===== src/rtl/mem_arbiter.sv =====
// Two-requester round-robin arbiter in front of a single-port synchronous memory.
// One command in flight at a time; responses are single-cycle pulses to the issuing requester.
module mem_arbiter #(
  parameter int ADDR_WIDTH = 2,
  parameter int DATA_WIDTH = 8
) (
  input  logic                    clk,
  input  logic                    reset,
  input  logic [1:0]              req_valid,
  input  logic [1:0]              req_write,
  input  logic [2*ADDR_WIDTH-1:0] req_addr,
  input  logic [2*DATA_WIDTH-1:0] req_wdata,
  output logic [1:0]              req_ready,
  output logic [1:0]              rsp_valid,
  output logic [DATA_WIDTH-1:0]   rsp_rdata,
  output logic                    mem_write_en,
  output logic                    mem_read_en,
  output logic [ADDR_WIDTH-1:0]   mem_address,
  output logic [DATA_WIDTH-1:0]   mem_w_data,
  input  logic [DATA_WIDTH-1:0]   mem_r_data
);

  typedef enum logic [1:0] {
    IDLE  = 2'd0,
    ISSUE = 2'd1,
    WAIT  = 2'd2
  } state_t;

  state_t                  state_r;
  state_t                  state_next_s;
  logic                    last_grant_r;
  logic                    owner_r;
  logic                    write_r;
  logic                    grant_idx_s;
  logic [1:0]              grant_s;
  logic                    accept_s;
  logic [1:0]              rsp_valid_r;
  logic [DATA_WIDTH-1:0]   rsp_rdata_r;
  logic                    mem_write_en_r;
  logic                    mem_read_en_r;
  logic [ADDR_WIDTH-1:0]   mem_address_r;
  logic [DATA_WIDTH-1:0]   mem_w_data_r;
  logic [ADDR_WIDTH-1:0]   sel_addr_s;
  logic [DATA_WIDTH-1:0]   sel_wdata_s;
  logic                    sel_write_s;

  function automatic logic [1:0] one_hot(input logic idx);
    return idx ? 2'b10 : 2'b01;
  endfunction

  // Grant selection (IDLE only) and next-state decode
  always_comb begin
    grant_idx_s  = 1'b0;
    grant_s      = 2'b00;
    state_next_s = state_r;
    case (state_r)
      IDLE: begin
        if (req_valid == 2'b11) begin
          grant_idx_s = ~last_grant_r;
          grant_s     = one_hot(~last_grant_r);
        end else if (req_valid[0]) begin
          grant_idx_s = 1'b0;
          grant_s     = 2'b01;
        end else if (req_valid[1]) begin
          grant_idx_s = 1'b1;
          grant_s     = 2'b10;
        end else begin
          grant_idx_s = 1'b0;
          grant_s     = 2'b00;
        end
        if (req_valid != 2'b00) begin
          state_next_s = ISSUE;
        end else begin
          state_next_s = IDLE;
        end
      end
      ISSUE: begin
        if (write_r) begin
          state_next_s = IDLE;
        end else begin
          state_next_s = WAIT;
        end
      end
      WAIT:    state_next_s = IDLE;
      default: state_next_s = IDLE;
    endcase
  end

  assign accept_s    = |grant_s;
  assign sel_addr_s  = grant_idx_s ? req_addr[2*ADDR_WIDTH-1:ADDR_WIDTH] : req_addr[ADDR_WIDTH-1:0];
  assign sel_wdata_s = grant_idx_s ? req_wdata[2*DATA_WIDTH-1:DATA_WIDTH] : req_wdata[DATA_WIDTH-1:0];
  assign sel_write_s = grant_idx_s ? req_write[1] : req_write[0];

  // State register
  always_ff @(posedge clk or posedge reset) begin
    if (reset) begin
      state_r <= IDLE;
    end else begin
      state_r <= state_next_s;
    end
  end

  // Command capture on handshake; memory strobes live for the ISSUE cycle only
  always_ff @(posedge clk or posedge reset) begin
    if (reset) begin
      last_grant_r   <= 1'b1;
      owner_r        <= 1'b0;
      write_r        <= 1'b0;
      mem_write_en_r <= 1'b0;
      mem_read_en_r  <= 1'b0;
      mem_address_r  <= {ADDR_WIDTH{1'b0}};
      mem_w_data_r   <= {DATA_WIDTH{1'b0}};
    end else begin
      mem_write_en_r <= 1'b0;
      mem_read_en_r  <= 1'b0;
      if (accept_s) begin
        last_grant_r   <= grant_idx_s;
        owner_r        <= grant_idx_s;
        write_r        <= sel_write_s;
        mem_write_en_r <= sel_write_s;
        mem_read_en_r  <= ~sel_write_s;
        mem_address_r  <= sel_addr_s;
        mem_w_data_r   <= sel_wdata_s;
      end
    end
  end

  // Completion pulse; read data is captured only when a read finishes
  always_ff @(posedge clk or posedge reset) begin
    if (reset) begin
      rsp_valid_r <= 2'b00;
      rsp_rdata_r <= {DATA_WIDTH{1'b0}};
    end else begin
      rsp_valid_r <= 2'b00;
      case (state_r)
        ISSUE: begin
          if (write_r) begin
            rsp_valid_r <= one_hot(owner_r);
          end
        end
        WAIT: begin
          rsp_valid_r <= one_hot(owner_r);
          rsp_rdata_r <= mem_r_data;
        end
        default: rsp_valid_r <= 2'b00;
      endcase
    end
  end

  assign req_ready    = grant_s;
  assign rsp_valid    = rsp_valid_r;
  assign rsp_rdata    = rsp_rdata_r;
  assign mem_write_en = mem_write_en_r;
  assign mem_read_en  = mem_read_en_r;
  assign mem_address  = mem_address_r;
  assign mem_w_data   = mem_w_data_r;

endmodule


===== config.mk =====
export PLATFORM = sky130hd
export DESIGN_NAME = mem_arbiter
export DESIGN_NICKNAME = d
export VERILOG_FILES = /design/src/rtl/mem_arbiter.sv
export SDC_FILE = /design/constraint.sdc
export NUM_CORES = 1
export LEC_CHECK = 0
export CORE_MARGIN = 2
export CORE_UTILIZATION = 37
export CTS_CLUSTER_DIAMETER = 120
export DETAILED_ROUTE_END_ITERATION = 12
export PLACE_DENSITY = 0.8
export SYNTH_ARGS = -nofsm -noshare
export SYNTH_HDL_FRONTEND = slang
export SYNTH_SLANG_ARGS = --single-unit

===== constraint.sdc =====
create_clock -name clk -period 1.45 [get_ports clk]
set_input_delay 0.3625 -clock clk [delete_from_list [all_inputs] [get_ports clk]]
set_output_delay 0.3625 -clock clk [all_outputs]
set_load 0.01 [all_outputs]

### Word level (Yosys, flattened, before mapping)

Cells that the tools add are included.

| cells by class | value |
|---|---|
| equal/unequal tests | 3 |
| bitwise logic cells | 2 |
| reductions and logical operators | 3 |
| multiplexer cells | 20 |

Operators with widths:

| kind | count |
|---|---|
| $mux 2 | 9 |
| $mux 1 | 8 |
| $mux 8 | 1 |
| $pmux 2 s2 | 2 |
| $eq 2x2->1 const B | 2 |
| $eq 2x1->1 const B | 1 |
| $logic_not 2->1 | 1 |
| $not 1->1 | 2 |
| $reduce_bool 2->1 | 1 |
| $reduce_or 2->1 | 1 |

| word-level totals | value |
|---|---|
| output and inout bits | 24 |
| register bits | 27 |
| bits of input ports | 34 |

### Logic depth before layout (Yosys ltp)

Gate-level depths: netlist (run 1).

| logic depth | value |
|---|---|
| word-level depth | 7 |
| mapped depth | 7 |
| gate-level depth less buffers | 6 |

### Worst setup path before layout (run 1)

Ideal clock, no wire load.

| path | value |
|---|---|
| path kind | register to output |
| from | register state_r[0] |
| to | output req_ready[1] |
| stages on the path, launching flop included | 7 |
| path slack | -0.055 ns |
| data arrival time | 1.143 ns |
| path through | dfrtp_1 -> inv_1 -> ha_1 -> nand2_2 -> buf_2 -> nor2_2 -> buf_4 |

| between the ends | value |
|---|---|
| word-level cells in the longest chain between the ends | 2 |

Ends and longest elaborated chain:

| item | line | RTL |
|---|---|---|
| from (decl) | 29 | `state_t state_r;` |
| from (signal assigned) | 99 | `state_r <= state_next_s;` |
| $logic_not 2->1 | 56 | `case (state_r)` |
| $mux 2 | 56 |  |
| to (decl) | 13 | `output logic [1:0] req_ready,` |

Every way passes these cells.

### Final worst setup path (run 1)

| path | value |
|---|---|
| from | register state_r[1] |
| to | output req_ready[0] |

Same word-level chain as after synthesis.

==> out/results.tsv, run 1 <==
metric	value	unit
startpoint types	register	
first-pass GRT wire length	6.16	mm
period utilization	1.14	
Power Internal	2.51	mW
Worst EP arrival	1.30	ns
Inst Count DP	218	
VDD IR-drop max	0.731	mV
highest net fanout along the worst path	3	
Sw Pwr	1.61	mW
post-DP HPWL	2.50	mm
unrepaired setup endpoints after global routing	true	
fin util	0.631	
initial antenna violation count	0	
via count	1219	
most common cell after layout, fill and taps aside	clkdlybuf4s50_1	
mean routed wirelength per cell	16.2	um
PwrDens	1960	nW/um^2
Slowest Stage Delay on Critical Path	0.43	ns
I/O pin total	58	
clk_skew	0.00526	ns
number of flops mapped to enable cells by yosys	0	
die area	3960	um^2
R2R cell count	8	
setup violators final	12	
Switching Fraction	0.391	
Ys Warns	0	
n_diodes	0	
Worst-path clk slew	0.14	ns
Place WS	-0.547	ns
drt total wl	3.81	mm
Port Buffers	57	
largest net degree at the start of global routing	28	
syn nets	149	
status	finished with violations	
site row count	21	
share of Yosys cell area claimed by the top area cell type	0.506	
worst slew pin tran	0.282	ns
main area contributors after synthesis	dfrtp_1, o2111ai_1, mux2_2	
RePlAce Congestion	0.785	
Seq/Total Area, Yosys	0.526	
vias in the first global route	1270	
CP required	1.09	ns
crit path cell chain	inv_2, ha_4, nand2_2, a21oi_2, buf_2	
area grow syn2layout	63.6	%
Finished Layout Cells	235	
CP Buf/Inv Count	2	
nets	227	
Synth Instances	112	
Placeable Area	3340	um^2
grt total ovfl	0	
maxcap violations	0	
root buf cell	clkbuf_4	
Post-Syn Area	1290	um^2
failing checks	setup timing	
Post-synth ARST share	1.00	
Combinational Power Share	0.601	
H-tree levels	1	
Clock Sinks	27	
share of cells above drive strength 1	0.328	
Hold Buf Count CTS	0	
Worst slew margin	0.812	
minimum clock period	1.66	ns
most frequent cells in the layout	clkdlybuf4s50_1, dfrtp_1, dlygate4sd2_1	
Setup crit end kind	output port	
CTS Buf Count	3	
#FFs+latches synth	27	
Chip Height	63.0	um
Fillers	271	
Hold Worst Slack	0.369	ns
Routed Antenna Nets	0	
WP depth	5	
drt pass-1 iters	4	
Clock Path Buffers	2	
Post-synth top flop	dfrtp_1	
Initial DRC Count	102	
TritonCTS clock tree	built	
Yosys cell types	28	
Reg power frac	0.321	
area leader, netlist	dfrtp_1	
Worst Setup Path Type	reg2out	
Peak Freq	0.603	GHz
HP Class	in2async	
All-Layer GR Usage	0.200	
final worst slack	-0.209	ns
Worst-Skew Late Latency	0.32	ns
Initial Util	0.385	
Mean Syn Cell Area	11.5	um^2
Top delay family on crit path	flip-flops	
Final Hold Fails	0	
DRC viols	0	
via-per-instance ratio	5.19	
Static Leakage	0.909	nW
Worst path slowest cell	dfrtp_1	
clock share of power	0.078	
final slew viol count	0	
die width	63.0	um
-- area by class of cell --
class,instances,area (um^2),area share
repair buffers,81,741,0.352
flip-flops and latches,27,677,0.322
inverters,6,30.0,0.0143
multi-input cells,69,559,0.266
well taps,46,57.6,0.0273
clock buffers,4,26.3,0.0125
repair inverters,2,13.8,0.00654
-- worst register-to-register path, stage by stage (launching register included) --
cell and delay [ns]:
dfrtp_1 0.43, inv_2 0.09, ha_4 0.15, buf_4 0.19, o21ai_4 0.12, buf_12 0.15
inv_8 0.10, nor2_1 0.05, a31oi_1 0.15
-- per-layer routing --
layer  part of all wire  global-route usage  vias up
li1                   -                   -      562
met1               0.40               0.233      582
met2               0.51               0.359       65
met3              0.071              0.0450       10
met4              0.019              0.0667        0
met5                  0                   0        -
-- logic make-up (layout without fill, tap and decap cells) --
family	Yosys count	after routing	share of synthesized area
and+or+nand+nor	19	19	0.0876
adders and majority gates	3	3	0.0292
muxes	8	8	0.0700
DFF	27	27	0.526
buffers and inverters	16	93	0.0817
AOI/OAI and AO/OA	39	39	0.205
-- Yosys cell counts, types with 2 or more instances --
cell / instances
mux2_2: 8
buf_2: 6
nor2_1: 4
buf_6: 2
ha_1: 3
o21ai_1: 9
o21ai_0: 2
a21oi_1: 3
nor2_2: 8
a31oi_1: 11
o2111ai_1: 11
dfrtp_1: 26
inv_1: 4
-- repair_timing --
item,in CTS,in global routing
gates cloned,2,0
pin swaps,4,2
setup buffers,10,3
setup endpoints to repair,44,15
endpoints found under the hold margin,0,0
resized for setup,42,3
-- sequential cells by signal, indices dropped and copies added, names as in the netlist --
| signal | count |
|---|---|
| mem_read_en | 1 |
| write_r | 1 |
| rsp_valid | 2 |
| mem_w_data | 8 |
| state_r | 2 |
| mem_write_en | 1 |
| owner_r | 1 |
| rsp_rdata | 8 |
| mem_address | 2 |
| last_grant_r | 1 |
-- metrics by stage --
stage | total power [mW] | TNS (ns) | area, um^2
floorplan | 2.56 | 0 | 1300
global placement | 3.46 | -5.74 | 1950
detailed placement | 3.53 | -6.13 | 1950
CTS | 3.99 | -0.387 | 2070
global route | 4.38 | -1.70 | 2100
finish | 4.12 | -0.649 | 2100
-- final timing paths --
kind	slack, ns	endpoint	from
setup / recovery	-0.21	req_ready[0]	state_r[1]
hold / removal	0.37	rsp_rdata[1]	reset
setup reg to reg	-0.04	mem_address[0]	state_r[1]
hold reg to reg	0.50	rsp_valid[0]	owner_r
max in group asynchronous	0.85	last_grant_r	reset
min in group clk	0.50	rsp_valid[0]	owner_r
-- power groups by stage --
stage,clock (mW),sequential [mW],combinational (mW)
floorplan,0,1.47,1.09
global placement,0,1.33,2.13
detailed placement,0,1.36,2.17
CTS,0.320,1.32,2.34
global route,0.368,1.37,2.64
finish,0.321,1.32,2.47
Note: power is estimated with default switching activity, not from simulation.
==> run 2: changes to the inputs <==
- ABC_AREA: default -> 1
- REMOVE_ABC_BUFFERS: default -> 1
- TNS_END_PERCENT: default -> 50
==> out/results.tsv, run 2 <==
metric	value	unit	change
drt total wl	3.01	mm	-21%
H-tree levels	1		unchanged
met1 global-route usage	0.187		-0.0456
clock share of power	0.090		+0.012
Chip Height	63.2	um	+0.45%
share of Yosys cell area claimed by the top area cell type	0.501		-0.00487
GR Util met2	0.294		-0.0652
Worst Setup Path Type	reg2out		
number of flops mapped to enable cells by yosys	0		unchanged
CTS Buf Count	3		unchanged
vias in the first global route	1201		-5.4%
Clock Path Buffers	2		unchanged
clk_skew	0.00756	ns	+0.00230 ns
grt total ovfl	0		unchanged
HP Class	in2async		
largest net degree at the start of global routing	28		unchanged
unrepaired setup endpoints after global routing	true		
die area	4000	um^2	+0.91%
Inst Count DP	272		+25%
Static Leakage	1.15	nW	+26%
post-route setup TNS	-0.361	ns	+0.288 ns
first-pass GRT wire length	5.13	mm	-17%
count leader, synth	nand2_1		
failing checks	setup timing		
RePlAce Congestion	0.732		-6.8%
PwrDens	1780	nW/um^2	-8.8%
site row count	21		unchanged
area leader, netlist	dfrtp_1		
mean routed wirelength per cell	10.8	um	-33%
Finished Layout Cells	279		+19%
period utilization	1.13		-0.0174
Mean Syn Cell Area	7.92	um^2	-31%
critical path launch point	state_r[1]		
status	finished with violations		
nets	271		+19%
post-DP HPWL	2.15	mm	-14%
Combinational Power Share	0.559		-0.042
CP Buf/Inv Count	4		+2
VDD IR-drop max	0.804	mV	+10%
Post-synth top flop	dfrtp_1		
Switching Fraction	0.398		+0.00729
initial antenna violation count	0		unchanged
share of cells above drive strength 1	0.155		-0.174
Setup crit end kind	output port		
Post-synth top cells	nand2_1, inv_1, dfrtp_1, nand3_1, buf_4		
highest net fanout along the worst path	2		-1
Power Internal	2.19	mW	-13%
most common cell after layout, fill and taps aside	nand2_1		
Clock Sinks	27		unchanged
Initial Util	0.386		+0.000709
crit path cell chain	inv_2, ha_4, nand2_4, inv_4, nand2_4, inv_2, buf_6		
DRC viols	0		unchanged
Top delay family on crit path	flip-flops		
area grow syn2layout	57.3	%	
Worst path slowest cell	dfrtp_1		
minimum clock period	1.63	ns	-0.0253 ns
Routed Antenna Nets	0		unchanged
Worst-Skew Late Latency	0.32	ns	about the same
met3 Use GR	0.0375		-0.00755
die width	63.2	um	+0.45%
setup violators final	2		-10
Worst-path clk slew	0.15	ns	about the same
Yosys cell types	17		-39%
Port Buffers	57		unchanged
gr busiest metal	met2		
Post-synth ARST share	1.00		unchanged
Synth Instances	164		+46%
Peak Freq	0.612	GHz	+1.5%
startpoint types	register		
Hold Buf Count CTS	0		unchanged
CP required	1.09	ns	about the same
I/O pin total	58		unchanged
Placeable Area	3360	um^2	+0.79%
All-Layer GR Usage	0.159		-0.0409
Slowest Stage Delay on Critical Path	0.42	ns	about the same
Fillers	331		+22%
via count	1213		-0.49%
most frequent cells in the layout	nand2_1, clkdlybuf4s50_1, inv_1		
Post-Syn Area	1300	um^2	+0.97%
Final Hold Fails	0		unchanged
final worst slack	-0.184	ns	+0.0253 ns
via-per-instance ratio	4.35		-16%
TritonCTS clock tree	built		
drt pass-1 iters	4		unchanged
Ys Warns	0		unchanged
Initial DRC Count	39		-62%
main area contributors after synthesis	dfrtp_1, nand2_1, inv_1		
n_diodes	0		unchanged
Worst EP arrival	1.27	ns	-0.03 ns
root buf cell	clkbuf_4		
#FFs+latches synth	27		unchanged
Seq/Total Area, Yosys	0.521		-0.00507
Worst slew margin	0.869		+0.0574
Reg power frac	0.351		+0.030
maxcap violations	0		unchanged
final slew viol count	0		unchanged
worst slew pin tran	0.194	ns	-0.0878 ns
Sw Pwr	1.45	mW	-9.8%
Reg-to-Reg Start	state_r[1]		
==> run 2: cell types whose count changed in the layout (fill, tap and decap cells not counted), sizes merged, moves of 8 or more <==
cell / change
o2111ai: -11
inv: +26
nor2: -9
a31oi: -11
o21ai: -10
nand2: +63
nand3: +22
mux2: -8
buf: -9
==> run 2: final cells by class <==
cell class / instances / area, um^2 / area share
clock buffer: 3 / 22.5 / 0.0110
tap: 46 / 57.6 / 0.0282
timing repair buffer: 72 / 677 / 0.331
sequential: 27 / 677 / 0.331
inverter: 33 / 129 / 0.0631
clock inverter: 1 / 7.51 / 0.00367
multi-input combinational: 97 / 473 / 0.231
==> run 2: power groups by stage <==
stage | sequential [mW] | clock, mW | combinational (mW)
after global placement | 1.30 | 0 | 2.05
final | 1.28 | 0.326 | 2.04
after global routing | 1.33 | 0.368 | 2.27
after floorplan | 1.44 | 0 | 0.780
after detailed placement | 1.31 | 0 | 2.09
after CTS | 1.28 | 0.336 | 1.95
==> run 2: what timing repair did <==
action                                  4_1_cts  5_1_grt
endpoints found under the setup margin       24        4
buffers inserted                              1        2
gates resized for setup                      36        7
pin swaps                                     1        1
==> run 2: cell families (layout without fill, tap and decap cells) <==
family	count (synthesis)	after routing	share of synthesized area
AO/OA/AOI/OAI	4	4	0.0183
adder cells (fa/ha/maj)	3	3	0.0289
buffers and inverters	40	109	0.141
flip-flops	27	27	0.521
AND/OR/NAND/NOR	90	90	0.291
==> run 2: worst reg2reg max path: stages (launching register included) <==
cell,delay (ns)
dfrtp_1,0.42
inv_2,0.08
ha_4,0.15
nand2_4,0.06
buf_4,0.13
buf_4,0.13
nand2_4,0.08
buf_12,0.14
nand3_2,0.08
nand2_1,0.06
==> run 2: path summary, 6_finish.rpt <==
| check | cells past startpoint | slack [ns] | endpoint |
|---|---|---|---|
| setup / recovery | 7 | -0.18 | req_ready[1] |
| hold reg to reg | 1 | 0.43 | rsp_valid[0] |
| max in group asynchronous | 3 | 0.87 | last_grant_r |
| hold / removal | 3 | 0.36 | write_r |
| setup reg to reg | 9 | 0.08 | write_r |
| min in group clk | 1 | 0.43 | rsp_valid[0] |
==> run 2: per-stage QoR <==
step	power, mW	utilization	area (um^2)	setup slack, ns	hold slack [ns]
after floorplan	2.22	-	1240	0.0637	0.402
after global placement	3.34	0.590	1980	-0.523	0.408
after detailed placement	3.39	0.590	1980	-0.530	0.413
after CTS	3.57	0.596	2000	-0.188	0.356
after global routing	3.97	0.608	2040	-0.260	0.353
final	3.64	0.608	2040	-0.184	0.356
==> run 2: metal layers <==
| metal | wire length, um | part of all wire |
|---|---|---|
| met5 | 0 | 0 |
| met4 | 14 | 0.0047 |
| met3 | 207 | 0.069 |
| met2 | 1510 | 0.50 |
| met1 | 1280 | 0.42 |
